===== src/rtl/cpu_pkg.sv =====
// Shared CPU-side definitions: boot loader state encoding and datapath widths.
package cpu_pkg;

    localparam int INSTR_W         = 26;
    localparam int PC_W            = 16;
    localparam int BYTES_PER_INSTR = 4;

    typedef enum logic [2:0] {
        S_CNT_HI,
        S_CNT_LO,
        S_DATA,
        S_WRITE,
        S_CSUM,
        S_RUN,
        S_ERR
    } boot_state_t;

endpackage


===== src/rtl/im_word_packer.sv =====
// Packs a big-endian byte stream into instruction words, pulsing word_done
// on the byte that completes a word.
module im_word_packer
    import cpu_pkg::*;
(
    input  logic               clk,
    input  logic               rst,
    input  logic               byte_valid,
    input  logic [7:0]         byte_in,
    output logic [INSTR_W-1:0] word_out,
    output logic               word_done
);

    logic [INSTR_W-1:0] shift_q, shift_d;
    logic [1:0]         byte_cnt_q, byte_cnt_d;

    // Shifting left drops the upper six bits of the first byte on their own.
    always_comb begin
        shift_d    = shift_q;
        byte_cnt_d = byte_cnt_q;
        word_done  = 1'b0;
        if (byte_valid) begin
            shift_d    = {shift_q[INSTR_W-9:0], byte_in};
            byte_cnt_d = byte_cnt_q + 2'd1;
            word_done  = (byte_cnt_q == 2'(BYTES_PER_INSTR - 1));
        end
    end

    always_ff @(posedge clk) begin
        if (rst) begin
            shift_q    <= '0;
            byte_cnt_q <= '0;
        end else begin
            shift_q    <= shift_d;
            byte_cnt_q <= byte_cnt_d;
        end
    end

    assign word_out = shift_q;

endmodule


===== src/rtl/im_boot_loader.sv =====
// Boot loader: receives a counted, checksummed program image over a byte
// handshake, writes it into instruction memory, then releases the CPU.
module im_boot_loader #(
    parameter int IM_DEPTH = 256,
    parameter int INSTR_W  = 26,
    parameter int ADDR_W   = 16
) (
    input  logic               CLK,
    input  logic               RST,
    input  logic [7:0]         RX_Data,
    input  logic               RX_Valid,
    output logic               RX_Ready,
    output logic               IM_WE,
    output logic [ADDR_W-1:0]  IM_Addr,
    output logic [INSTR_W-1:0] IM_WData,
    output logic               START,
    output logic               Error
);

    import cpu_pkg::*;

    boot_state_t        state_q, state_d;
    logic [PC_W-1:0]    count_q, count_d;
    logic [ADDR_W-1:0]  word_idx_q, word_idx_d;
    logic [7:0]         csum_q, csum_d;
    logic               start_q, start_d;
    logic               error_q, error_d;
    logic               ready;
    logic               accept;
    logic               pack_valid;
    logic               word_done;
    logic [INSTR_W-1:0] packed_word;

    assign RX_Ready   = ready & ~RST;
    assign accept     = RX_Valid & RX_Ready;
    assign pack_valid = accept & (state_q == S_DATA);

    im_word_packer u_packer (
        .clk        (CLK),
        .rst        (RST),
        .byte_valid (pack_valid),
        .byte_in    (RX_Data),
        .word_out   (packed_word),
        .word_done  (word_done)
    );

    always_comb begin
        state_d    = state_q;
        count_d    = count_q;
        word_idx_d = word_idx_q;
        csum_d     = csum_q;
        ready      = 1'b0;
        unique case (state_q)
            S_CNT_HI: begin
                ready = 1'b1;
                if (accept) begin
                    count_d = {RX_Data, 8'h00};
                    state_d = S_CNT_LO;
                end
            end
            S_CNT_LO: begin
                ready = 1'b1;
                if (accept) begin
                    count_d = {count_q[PC_W-1:8], RX_Data};
                    if (int'(count_d) > IM_DEPTH) begin
                        state_d = S_ERR;
                    end else if (count_d == '0) begin
                        state_d = S_CSUM;
                    end else begin
                        state_d = S_DATA;
                    end
                end
            end
            S_DATA: begin
                ready = 1'b1;
                if (accept) begin
                    csum_d = csum_q ^ RX_Data;
                    if (word_done) begin
                        state_d = S_WRITE;
                    end
                end
            end
            S_WRITE: begin
                if (word_idx_q == ADDR_W'(count_q - PC_W'(1))) begin
                    state_d = S_CSUM;
                end else begin
                    word_idx_d = word_idx_q + ADDR_W'(1);
                    state_d    = S_DATA;
                end
            end
            S_CSUM: begin
                ready = 1'b1;
                if (accept) begin
                    state_d = (RX_Data == csum_q) ? S_RUN : S_ERR;
                end
            end
            S_RUN, S_ERR: begin
                state_d = state_q;
            end
            default: begin
                state_d = S_CNT_HI;
            end
        endcase
        start_d = (state_d == S_RUN);
        error_d = (state_d == S_ERR);
    end

    always_ff @(posedge CLK) begin
        if (RST) begin
            state_q    <= S_CNT_HI;
            count_q    <= '0;
            word_idx_q <= '0;
            csum_q     <= '0;
            start_q    <= 1'b0;
            error_q    <= 1'b0;
        end else begin
            state_q    <= state_d;
            count_q    <= count_d;
            word_idx_q <= word_idx_d;
            csum_q     <= csum_d;
            start_q    <= start_d;
            error_q    <= error_d;
        end
    end

    assign IM_WE    = (state_q == S_WRITE);
    assign IM_Addr  = word_idx_q;
    assign IM_WData = packed_word;
    assign START    = start_q;
    assign Error    = error_q;

endmodule


===== config.mk =====
export PLATFORM = sky130hd
export DESIGN_NAME = im_boot_loader
export DESIGN_NICKNAME = d
export VERILOG_FILES = /design/src/rtl/cpu_pkg.sv /design/src/rtl/im_word_packer.sv /design/src/rtl/im_boot_loader.sv
export SDC_FILE = /design/constraint.sdc
export NUM_CORES = 1
export LEC_CHECK = 0
export ABC_AREA = 1
export BUFFER_PORTS_ARGS = -buffer_cell sky130_fd_sc_hd__buf_2
export CAP_MARGIN = 25
export CORE_ASPECT_RATIO = 1.4
export CORE_MARGIN = 2
export CORE_UTILIZATION = 51
export DETAILED_ROUTE_END_ITERATION = 16
export PLACE_DENSITY = 0.69
export SYNTH_ARGS = -nofsm -noshare
export SYNTH_HDL_FRONTEND = slang
export SYNTH_SLANG_ARGS = --single-unit
export TNS_END_PERCENT = 1

===== constraint.sdc =====
create_clock -name CLK -period 2.21 [get_ports CLK]
set_input_delay 0.221 -clock CLK [delete_from_list [all_inputs] [get_ports CLK]]
set_output_delay 0.221 -clock CLK [all_outputs]
set_load 0.05 [all_outputs]

==> impl_metrics.ini, run 1 <==
[run_status]
outcome = complete, no violations

[floorplanning]
dieHeight_um = 108
num_rows = 37
design.portCount = 57
floorplan.initialDensity_pct = 53.1
floorplan.die_area_mm2 = 0.00844
placeableCoreArea_mm2 = 0.00741
chipWidth_um = 78.2

[detailed_routing]
routed-via-count = 3779
postRouteWirelength_um = 9980
dr.first_iter.drc_count = 187
first_pass_iters = 4
antenna_left = 0
detail_route.vias_per_cell = 5.27
drc_errors = 0
route.detailed.wl_per_inst_um = 13.9

[synthesis]
post_synth_num_cell_types = 36
netlist_top_cells_count = 92 x nand2_1, 78 x nor2_1, 73 x dfxtp_1, 53 x o21ai_0, 43 x nand3_1
synth_top_area_share_pct = 37.2
syn_area_per_cell_um2 = 7.08
ys_seq_area_share_pct = 37.2
post-synth-top-count-cell = nand2_1
yosysWarningCount = 0
syn-instance-count = 555
synth_top_cells_by_area = dfxtp_1 37%, nand2_1 8.8%, nor2_1 7.4%
synth_fp_nets = 569
post_synthesis_cell_area_mm2 = 0.00393
synth-main-ff-cell = dfxtp_1
synth-edff-count = 0
async_reset_ff_share_pct = 0
synth_largest_area_cell = dfxtp_1
synth_seq_cells = 73

[timing]
worst_pin_slew_ps = 791
setup_failing_eps_final = 0
post-route-min-period_ps = 2120
max_slew_vio_count = 0
final_min_period_over_clock_period_pct = 96.0
hold_viol_final = 0
fin_worst_skew_ps = 7.33
maxClockFrequency_mhz = 471
hold_slack_ps = 145
timing.max_slew.rel_slack_pct = 47.2

[clock_tree]
cts_inserted_buffers = 9
h-tree-depth = 3
tritoncts_num_sinks = 73
cts.root.buffer_cell = clkbuf_8
tritoncts_clock_tree = built
clk_latency_ps = 350
cts.reportedPaths.clkPinSlew_ps = 80
max-clock-path-buffers = 2
cts_setup_buffers = 0

[placement]
hpwlAfterDp_um = 7200
placed_area_mm2 = 0.00432
placedCellCount = 699
finalWeightedCongestion = 0.899
placement.io_buffers = 56

[setup_path]
timing.critical_path.required_ps = 1990
cp-end-kind = output port
worst_path_largest_cell_delay_ps = 620
timing.critical_path.buf_inv = 1
crit_type = reg -> out
cp_top_family = simple AND/OR/NAND/NOR gates
timing.critical_path.slowest_stage_cell = nor2_2
crit_arrival_ps = 1900
worstPathMaxFanout = 9
worstSetupStartpointType = flip-flop
critical_path.cell_chain = nand2_1 > nor2_2 > buf_2

[global_route]
grt_first_pass_wirelength_um = 16400
global_route.overflow_total = 0
globalRouteTotalUtil_pct = 24.3
via_count_of_the_first_global_routing_pass = 3636
grt_start_max_net_pins = 50
antenna_found_initial = 0

[finish]
drive_above_1_share_pct = 22.1
multi_input_comb_area_mm2 = 0.00221
final-instance-count-excl-fill = 717
insertedDiodeCount = 0
flow.area_growth_from_synthesis_pct = 16.5
filler_cell_count = 693
postLayoutCellArea_mm2 = 0.00458
num-nets-final = 629
register_area_mm2 = 0.00146

[hold_path]
worst_hold_path_type = in -> reg

[power_and_ir_drop]
power.static_leakage_nw = 2.14
peakVddDrop_mv = 0.459
pwr_density_cell_mw_per_mm2 = 601
totalPowerFinal_mw = 2.75

[job]
drv.max_cap_violation_count = 0
[what timing repair did]
action,CTS,global route
setup endpoints to repair,0,19
hold buffers,0,0
resized for setup,0,10
[final timing paths]
kind,cells after the start,slack (ps),from,to
setup / recovery,3,90,state_q[0],IM_WE
hold / removal,3,150,RX_Data[1],count_q[1]
setup reg to reg,13,180,state_q[2],START
hold reg to reg,1,510,u_packer.byte_cnt_q[0],u_packer.byte_cnt_q[0]
[layer usage]
metal	global-route usage (%)	vias up	share of wire, %
met1	27.4	1701	41
li1	-	1931	-
met3	5.29	31	4.9
met5	0	-	0
met2	41.9	116	50
met4	14.2	0	4.3
[final cells by class]
type                            count  share of cell area (%)
Clock buffer                       12                    3.17
Clock inverter                      4                    1.12
Inverter                           49                    4.18
Multi-Input combinational cell    411                    48.3
Sequential cell                    73                    32.0
Tap cell                           97                    2.65
Timing Repair Buffer               71                    8.58
[registers in the layout, indices dropped and copies added, names as in the netlist]
| signal | cells |
|---|---|
| state_q | 3 |
| u_packer.word_out | 26 |
| csum_q | 8 |
| u_packer.byte_cnt_q | 2 |
| IM_Addr | 16 |
| START | 1 |
| Error | 1 |
| count_q | 16 |
[per-stage QoR]
stage	setup TNS, ps	utilization, %	worst slack [ps]
CTS	0	60.9	43.4
detailed placement	0	58.3	58.9
floorplan	0	-	165
global placement	0	58.3	89.3
global route	-15.4	61.8	-6.39
finish	0	61.8	88.6
[worst min-delay path: cells and delay by family]
kind                   cells  cell delay (ps)
AO/OA/AOI/OAI              1               50
buffers and inverters      1              120
AND/OR/NAND/NOR            1               60
[power by group]
group | leakage (nW) | switching [mW] | internal [mW]
clock | 0.0970 | 0.510 | 0.556
sequential | 0.591 | 0.0234 | 1.34
combinational | 1.45 | 0.214 | 0.110
[cells by family (layout without fill, tap and decap cells)]
| group | after synthesis | after routing | synth area share (%) |
|---|---|---|---|
| flip-flops | 73 | 73 | 37.2 |
| XOR/XNOR | 33 | 33 | 7.35 |
| AND/OR/NAND/NOR | 269 | 271 | 32.3 |
| AO/OA/AOI/OAI | 104 | 104 | 14.2 |
| buffers and inverters | 73 | 136 | 7.99 |
| adder cells (fa/ha/maj) | 3 | 3 | 0.955 |
[layout by cell type (no fill, tap or decap), types with 15 or more instances in the layout]
cell     instances
dfxtp_1         71
nand2_1         92
a21oi_1         39
nand3_1         43
buf_2           56
nand2_2         15
nor2_1          78
inv_1           42
buf_4           15
o21ai_0         53
xor2_1          23
(Power assumes the default switching activity.)
==> run 2, diff against run 1 <==
--- a/config.mk
+++ b/config.mk
@@ -5,14 +5,13 @@
 export SDC_FILE = /design/constraint.sdc
 export NUM_CORES = 1
 export LEC_CHECK = 0
-export ABC_AREA = 1
 export BUFFER_PORTS_ARGS = -buffer_cell sky130_fd_sc_hd__buf_2
 export CAP_MARGIN = 25
 export CORE_ASPECT_RATIO = 1.4
 export CORE_MARGIN = 2
 export CORE_UTILIZATION = 51
 export DETAILED_ROUTE_END_ITERATION = 16
-export PLACE_DENSITY = 0.69
+export PLACE_DENSITY = 0.7
 export SYNTH_ARGS = -nofsm -noshare
 export SYNTH_HDL_FRONTEND = slang
 export SYNTH_SLANG_ARGS = --single-unit
==> run 2 against run 1 <==
Effect of this change:
- the run now ends with negative setup slack left
- utilization grew 5.9 points
- area after synthesis down 8.7%
- count of clock-buffer cells in the layout is 1 lower
- cell count is 8.2% lower
- clock skew hardly changed
- synthesized cell count down 19%
- clock power up 5%
- critical endpoint is now IM_Addr[9]
- largest cell class unchanged
- highest routed layer unchanged
==> impl_metrics.ini, run 2 <==
[run_status]
outcome = finished, violations left
failed_checks = negative setup slack

[detailed_routing]
antenna_left = 0
detail_route.vias_per_cell = 5.47
dr_wl_met2_um = 5510
first_pass_iters = 4
route.detailed.wl_per_inst_um = 15.3
top_signal_layer_used = met4
wl_met3_um = 406
dr.first_iter.drc_count = 192
postRouteWirelength_um = 10100
drc_errors = 0
routed-via-count = 3601
wirelength_met1_um = 3880

[timing]
hold_viol_final = 0
fin_ws_ps = -528
fin_worst_skew_ps = 7.78
hold_slack_ps = 165
timing.max_slew.rel_slack_pct = 61.9
worst_pin_slew_ps = 571
max_slew_vio_count = 0
final_min_period_over_clock_period_pct = 124
setup_failing_eps_final = 20
post-route-min-period_ps = 2740
maxClockFrequency_mhz = 365
rsz_0062_raised_after_global_routing = yes

[floorplanning]
design.portCount = 57
placeableCoreArea_mm2 = 0.00689
chipWidth_um = 74.9
dieHeight_um = 103
floorplan.initialDensity_pct = 52.1
floorplan.die_area_mm2 = 0.00774
num_rows = 36

[finish]
flow.area_growth_from_synthesis_pct = 30.1
multi_input_comb_area_mm2 = 0.00205
final_core_util_pct = 67.8
register_area_mm2 = 0.00146
final-instance-count-excl-fill = 658
filler_cell_count = 623
num-nets-final = 572
largest_reg_flops = 26
drive_above_1_share_pct = 28.2
insertedDiodeCount = 0
postLayoutCellArea_mm2 = 0.00467
mostFrequentLayoutCell = nand2_1
leading_cell_types_in_the_layout_fill_and_taps_excluded = 88 x nand2_1, 71 x dfxtp_1, 64 x buf_4, 56 x buf_2, 54 x a21oi_1

[setup_path]
cp-end-kind = flip-flop
critical_path.cell_chain = inv_2 > ha_4 > or4b_4 > or4b_1 > nand4_1 > nor4_2 > nand4_4 > nand2_8 > buf_6 > or4_4 > a21oi_2
worstPathMaxFanout = 8
crit_type = reg -> reg
timing.critical_path.buf_inv = 2
crit_arrival_ps = 3030
worstSetupStartpointType = flip-flop
reg2reg_capture_point = IM_Addr[9]
reg2reg_slack_ps = -530
r2r_cells = 11
timing.critical_path.required_ps = 2510
worst_path_largest_cell_delay_ps = 520
timing.critical_path.slowest_stage_cell = or4b_1
cp_top_family = simple AND/OR/NAND/NOR gates
rr_startpoint = count_q[0]

[clock_tree]
clk_latency_ps = 350
tritoncts_num_sinks = 73
max-clock-path-buffers = 2
cts.root.buffer_cell = clkbuf_8
cts.reportedPaths.clkPinSlew_ps = 80
cts_inserted_buffers = 9
h-tree-depth = 3
tritoncts_clock_tree = built

[synthesis]
synth-edff-count = 0
netlist_top_cells_count = 88 x nand2_1, 73 x dfxtp_1, 56 x a21oi_1, 28 x nor2_1, 21 x xor2_1
syn-instance-count = 452
synth_seq_cells = 73
synth-main-ff-cell = dfxtp_1
synth_top_cells_by_area = dfxtp_1 41%, nand2_1 9.2%, a21oi_1 7.8%
synth_top_area_share_pct = 40.7
async_reset_ff_share_pct = 0
synth_largest_area_cell = dfxtp_1
syn_area_per_cell_um2 = 7.94
yosysWarningCount = 0
post-synth-top-count-cell = nand2_1
post_synthesis_cell_area_mm2 = 0.00359
ys_seq_area_share_pct = 40.7
synth_fp_nets = 466
post_synth_num_cell_types = 49

[power_and_ir_drop]
peakVddDrop_mv = 0.645
pwr_density_cell_mw_per_mm2 = 609
power.static_leakage_nw = 1.97

[hold_path]
hold_end = count_q[11]
hold_path_startpoint = RX_Data[3]
cell_depth_of_the_worst_hold_path = 3
worst_hold_path_type = in -> reg

[placement]
placed_area_mm2 = 0.00435
placedCellCount = 637
hpwlAfterDp_um = 7450
pre_cts_slack_ps = -590
placement.io_buffers = 56
finalWeightedCongestion = 0.905

[global_route]
global_route.overflow_total = 0
grt_start_max_net_pins = 58
antenna_found_initial = 0
globalRouteTotalUtil_pct = 27.9
via_count_of_the_first_global_routing_pass = 3389
grt_first_pass_wirelength_um = 16400

[job]
drv.max_cap_violation_count = 0
-- run 2: changes by cell type after synthesis, sizes merged, moves of 8 or more --
cell and delta:
a21oi +8, nand3 -25, nor4 +12, nand2 -21, nor2 -62, xnor2 +9
o21ai -37, inv -39
-- run 2: cells by family after synthesis --
kind of cell | count (synthesis) | share of synthesized area [%]
adders and majority gates | 4 | 1.32
muxes | 6 | 1.81
DFF | 73 | 40.7
xor gates and xnor gates | 40 | 9.76
buffers and inverters | 35 | 4.18
and+or+nand+nor | 200 | 27.0
AOI/OAI and AO/OA | 94 | 15.2
-- run 2: worst min-delay path, cell delays in order --
cell and delay (ps):
buf_2 140, nand2_1 60, a21oi_1 50
-- run 2: how the worst max path moves through the flow --
stage	from	end	slack, ps	cells after the start
final	count_q[0]	IM_Addr[9]	-530	11
after global routing	count_q[0]	IM_Addr[15]	-610	11
after CTS	count_q[0]	IM_Addr[15]	-540	11
after detailed placement	count_q[1]	IM_Addr[11]	-590	10
after global placement	count_q[1]	IM_Addr[14]	-530	10
after floorplan	count_q[0]	IM_Addr[11]	-640	12
-- run 2: metal layers --
layer | global-route usage (%) | vias up
met4 | 13.3 | 0
met2 | 51.1 | 94
li1 | - | 1778
met5 | 0 | -
met1 | 30.3 | 1712
met3 | 5.04 | 17
-- run 2: report_power, final --
| group | internal [mW] | total (mW) | switching (mW) |
|---|---|---|---|
| sequential | 1.34 | 1.36 | 0.0184 |
| combinational | 0.154 | 0.373 | 0.219 |
| clock | 0.589 | 1.12 | 0.530 |
-- run 2: timing repair --
| action | 4_1_cts | 5_1_grt |
|---|---|---|
| resized for setup | 11 | 6 |
| buffers inserted | 5 | 0 |
| setup endpoints to repair | 20 | 21 |
| hold buffers | 0 | 0 |
| pin swaps | 10 | 5 |
| gates cloned | 0 | 0 |
-- run 2: cell type report --
class                           count  area share, %
Sequential cell                    73           31.3
Clock buffer                       11           3.24
Multi-Input combinational cell    344           43.9
Clock inverter                      5           1.34
Tap cell                           95           2.54
Inverter                            8          0.643
Timing Repair Buffer              122           17.0
-- run 2: stage by stage --
stage / TNS, ps / total power, mW
floorplan: -13750 / 1.61
global placement: -8690 / 1.74
detailed placement: -9700 / 1.74
CTS: -9020 / 2.85
global route: -11230 / 2.94
finish: -8950 / 2.85
==> run 3, diff against run 2 <==
--- a/config.mk
+++ b/config.mk
@@ -5,13 +5,16 @@
 export SDC_FILE = /design/constraint.sdc
 export NUM_CORES = 1
 export LEC_CHECK = 0
+export ABC_AREA = 1
 export BUFFER_PORTS_ARGS = -buffer_cell sky130_fd_sc_hd__buf_2
 export CAP_MARGIN = 25
+export CELL_PAD_IN_SITES_DETAIL_PLACEMENT = 1
+export CELL_PAD_IN_SITES_GLOBAL_PLACEMENT = 1
 export CORE_ASPECT_RATIO = 1.4
 export CORE_MARGIN = 2
-export CORE_UTILIZATION = 51
+export CORE_UTILIZATION = 41
 export DETAILED_ROUTE_END_ITERATION = 16
-export PLACE_DENSITY = 0.7
+export PLACE_DENSITY = 0.77
 export SYNTH_ARGS = -nofsm -noshare
 export SYNTH_HDL_FRONTEND = slang
 export SYNTH_SLANG_ARGS = --single-unit
==> run 3 against run 2 <==
Effect of this change:
- the run now ends clean
- sequential power barely moved
- power is 13% higher
- clock power is 35% higher
- critical path type is now reg -> out
- largest power group is now the clock network
==> impl_metrics.ini, run 3 (synthesized netlist as in run 1, its figures left out) <==
[global_route]
via_count_of_the_first_global_routing_pass = 4012
antenna_found_initial = 0
globalRouteTotalUtil_pct = 24.8
grt_first_pass_wirelength_um = 20000
grt_start_max_net_pins = 47
global_route.overflow_total = 0

[finish]
postLayoutCellArea_mm2 = 0.00474
drive_above_1_share_pct = 23.3
mostFrequentLayoutCell = nand2_1
insertedDiodeCount = 0
register_area_mm2 = 0.00146
final-instance-count-excl-fill = 733
largest_reg_flops = 26
multi_input_comb_area_mm2 = 0.00223
leading_cell_types_in_the_layout_fill_and_taps_excluded = 92 x nand2_1, 74 x nor2_1, 71 x dfxtp_1, 56 x buf_2, 53 x o21ai_0
flow.area_growth_from_synthesis_pct = 20.5
filler_cell_count = 1234
num-nets-final = 632

[floorplanning]
floorplan.die_area_mm2 = 0.0104
chipWidth_um = 86.8
num_rows = 42
placeableCoreArea_mm2 = 0.00941
dieHeight_um = 120
floorplan.initialDensity_pct = 41.8
design.portCount = 57

[detailed_routing]
antenna_left = 0
routed-via-count = 3835
route.detailed.wl_per_inst_um = 16.9
first_pass_iters = 4
postRouteWirelength_um = 12400
drc_errors = 0
detail_route.vias_per_cell = 5.23
dr.first_iter.drc_count = 111

[clock_tree]
h-tree-depth = 3
clk_latency_ps = 330
cts.root.buffer_cell = clkbuf_16
cts.reportedPaths.clkPinSlew_ps = 60
tritoncts_clock_tree = built
cts_inserted_buffers = 9
max-clock-path-buffers = 2
tritoncts_num_sinks = 73
cts_setup_buffers = 0

[timing]
setup_failing_eps_final = 0
hold_viol_final = 0
rsz_0062_raised_after_global_routing = yes
worst_pin_slew_ps = 802
fin_ws_ps = 113
total_negative_setup_slacks_ps = 0
fin_worst_skew_ps = 2.89
final_min_period_over_clock_period_pct = 94.9
maxClockFrequency_mhz = 477
hold_slack_ps = 172
post-route-min-period_ps = 2100
max_slew_vio_count = 0
timing.max_slew.rel_slack_pct = 46.5

[job]
drv.max_cap_violation_count = 0

[setup_path]
worstPathMaxFanout = 9
crit_arrival_ps = 1880
timing.critical_path.required_ps = 1990
cp-end-kind = output port
crit_type = reg -> out
worstSetupStartpointType = flip-flop

[run_status]
outcome = complete, no violations

[placement]
finalWeightedCongestion = 0.924
pre_cts_slack_ps = -42.0
hpwlAfterDp_um = 9100
placement.io_buffers = 56
placedCellCount = 715
placed_area_mm2 = 0.00436

[power_and_ir_drop]
pwr_density_cell_mw_per_mm2 = 678
peakVddDrop_mv = 0.433
power.static_leakage_nw = 2.20

[hold_path]
worst_hold_path_type = in -> reg
-- run 3: cell type report --
type | instances | share of cell area, %
Tap cell | 110 | 2.91
Clock buffer | 11 | 5.13
Timing Repair Buffer | 74 | 8.77
Multi-Input combinational cell | 411 | 47.1
Sequential cell | 73 | 30.9
Inverter | 49 | 3.91
Clock inverter | 5 | 1.32
-- run 3: repair_timing --
action	CTS	global route
gates resized for setup	3	10
hold buffers	0	0
endpoints found under the setup margin	15	51
pin swaps	1	3
gates cloned	2	0
-- run 3: stage by stage --
step | util, % | power (mW)
2_1_floorplan | - | 1.63
6_report | 50.3 | 3.21
5_1_grt | 50.3 | 3.35
4_1_cts | 49.9 | 3.24
3_3_place_gp | 46.3 | 1.71
3_5_place_dp | 46.3 | 1.72
-- run 3: critical path, stage by stage, from the launching register on --
cell and delay [ps]:
dfxtp_1 390, nand2_1 120, nor2_2 630, buf_2 390
-- run 3: final timing paths --
| kind | start | to | slack (ps) | depth (start not counted) |
|---|---|---|---|---|
| max | state_q[0] | IM_WE | 110 | 3 |
| max reg2reg | count_q[0] | Error | 140 | 15 |
| min reg2reg | u_packer.word_out[8] | u_packer.word_out[16] | 510 | 2 |
| min | RX_Data[6] | count_q[6] | 170 | 3 |
-- run 3: layer usage --
metal	up-vias	routed length, µm	track usage [%]
met5	-	0	0
met2	64	6800	46.2
met4	0	291	9.57
met1	1829	4930	26.7
li1	1921	-	-
met3	21	353	5.02
-- run 3: power breakdown --
| group | internal (mW) | switching (mW) | total (mW) |
|---|---|---|---|
| clock | 0.914 | 0.594 | 1.51 |
| combinational | 0.113 | 0.225 | 0.338 |
| sequential | 1.34 | 0.0246 | 1.36 |
| total | 2.36 | 0.844 | 3.21 |
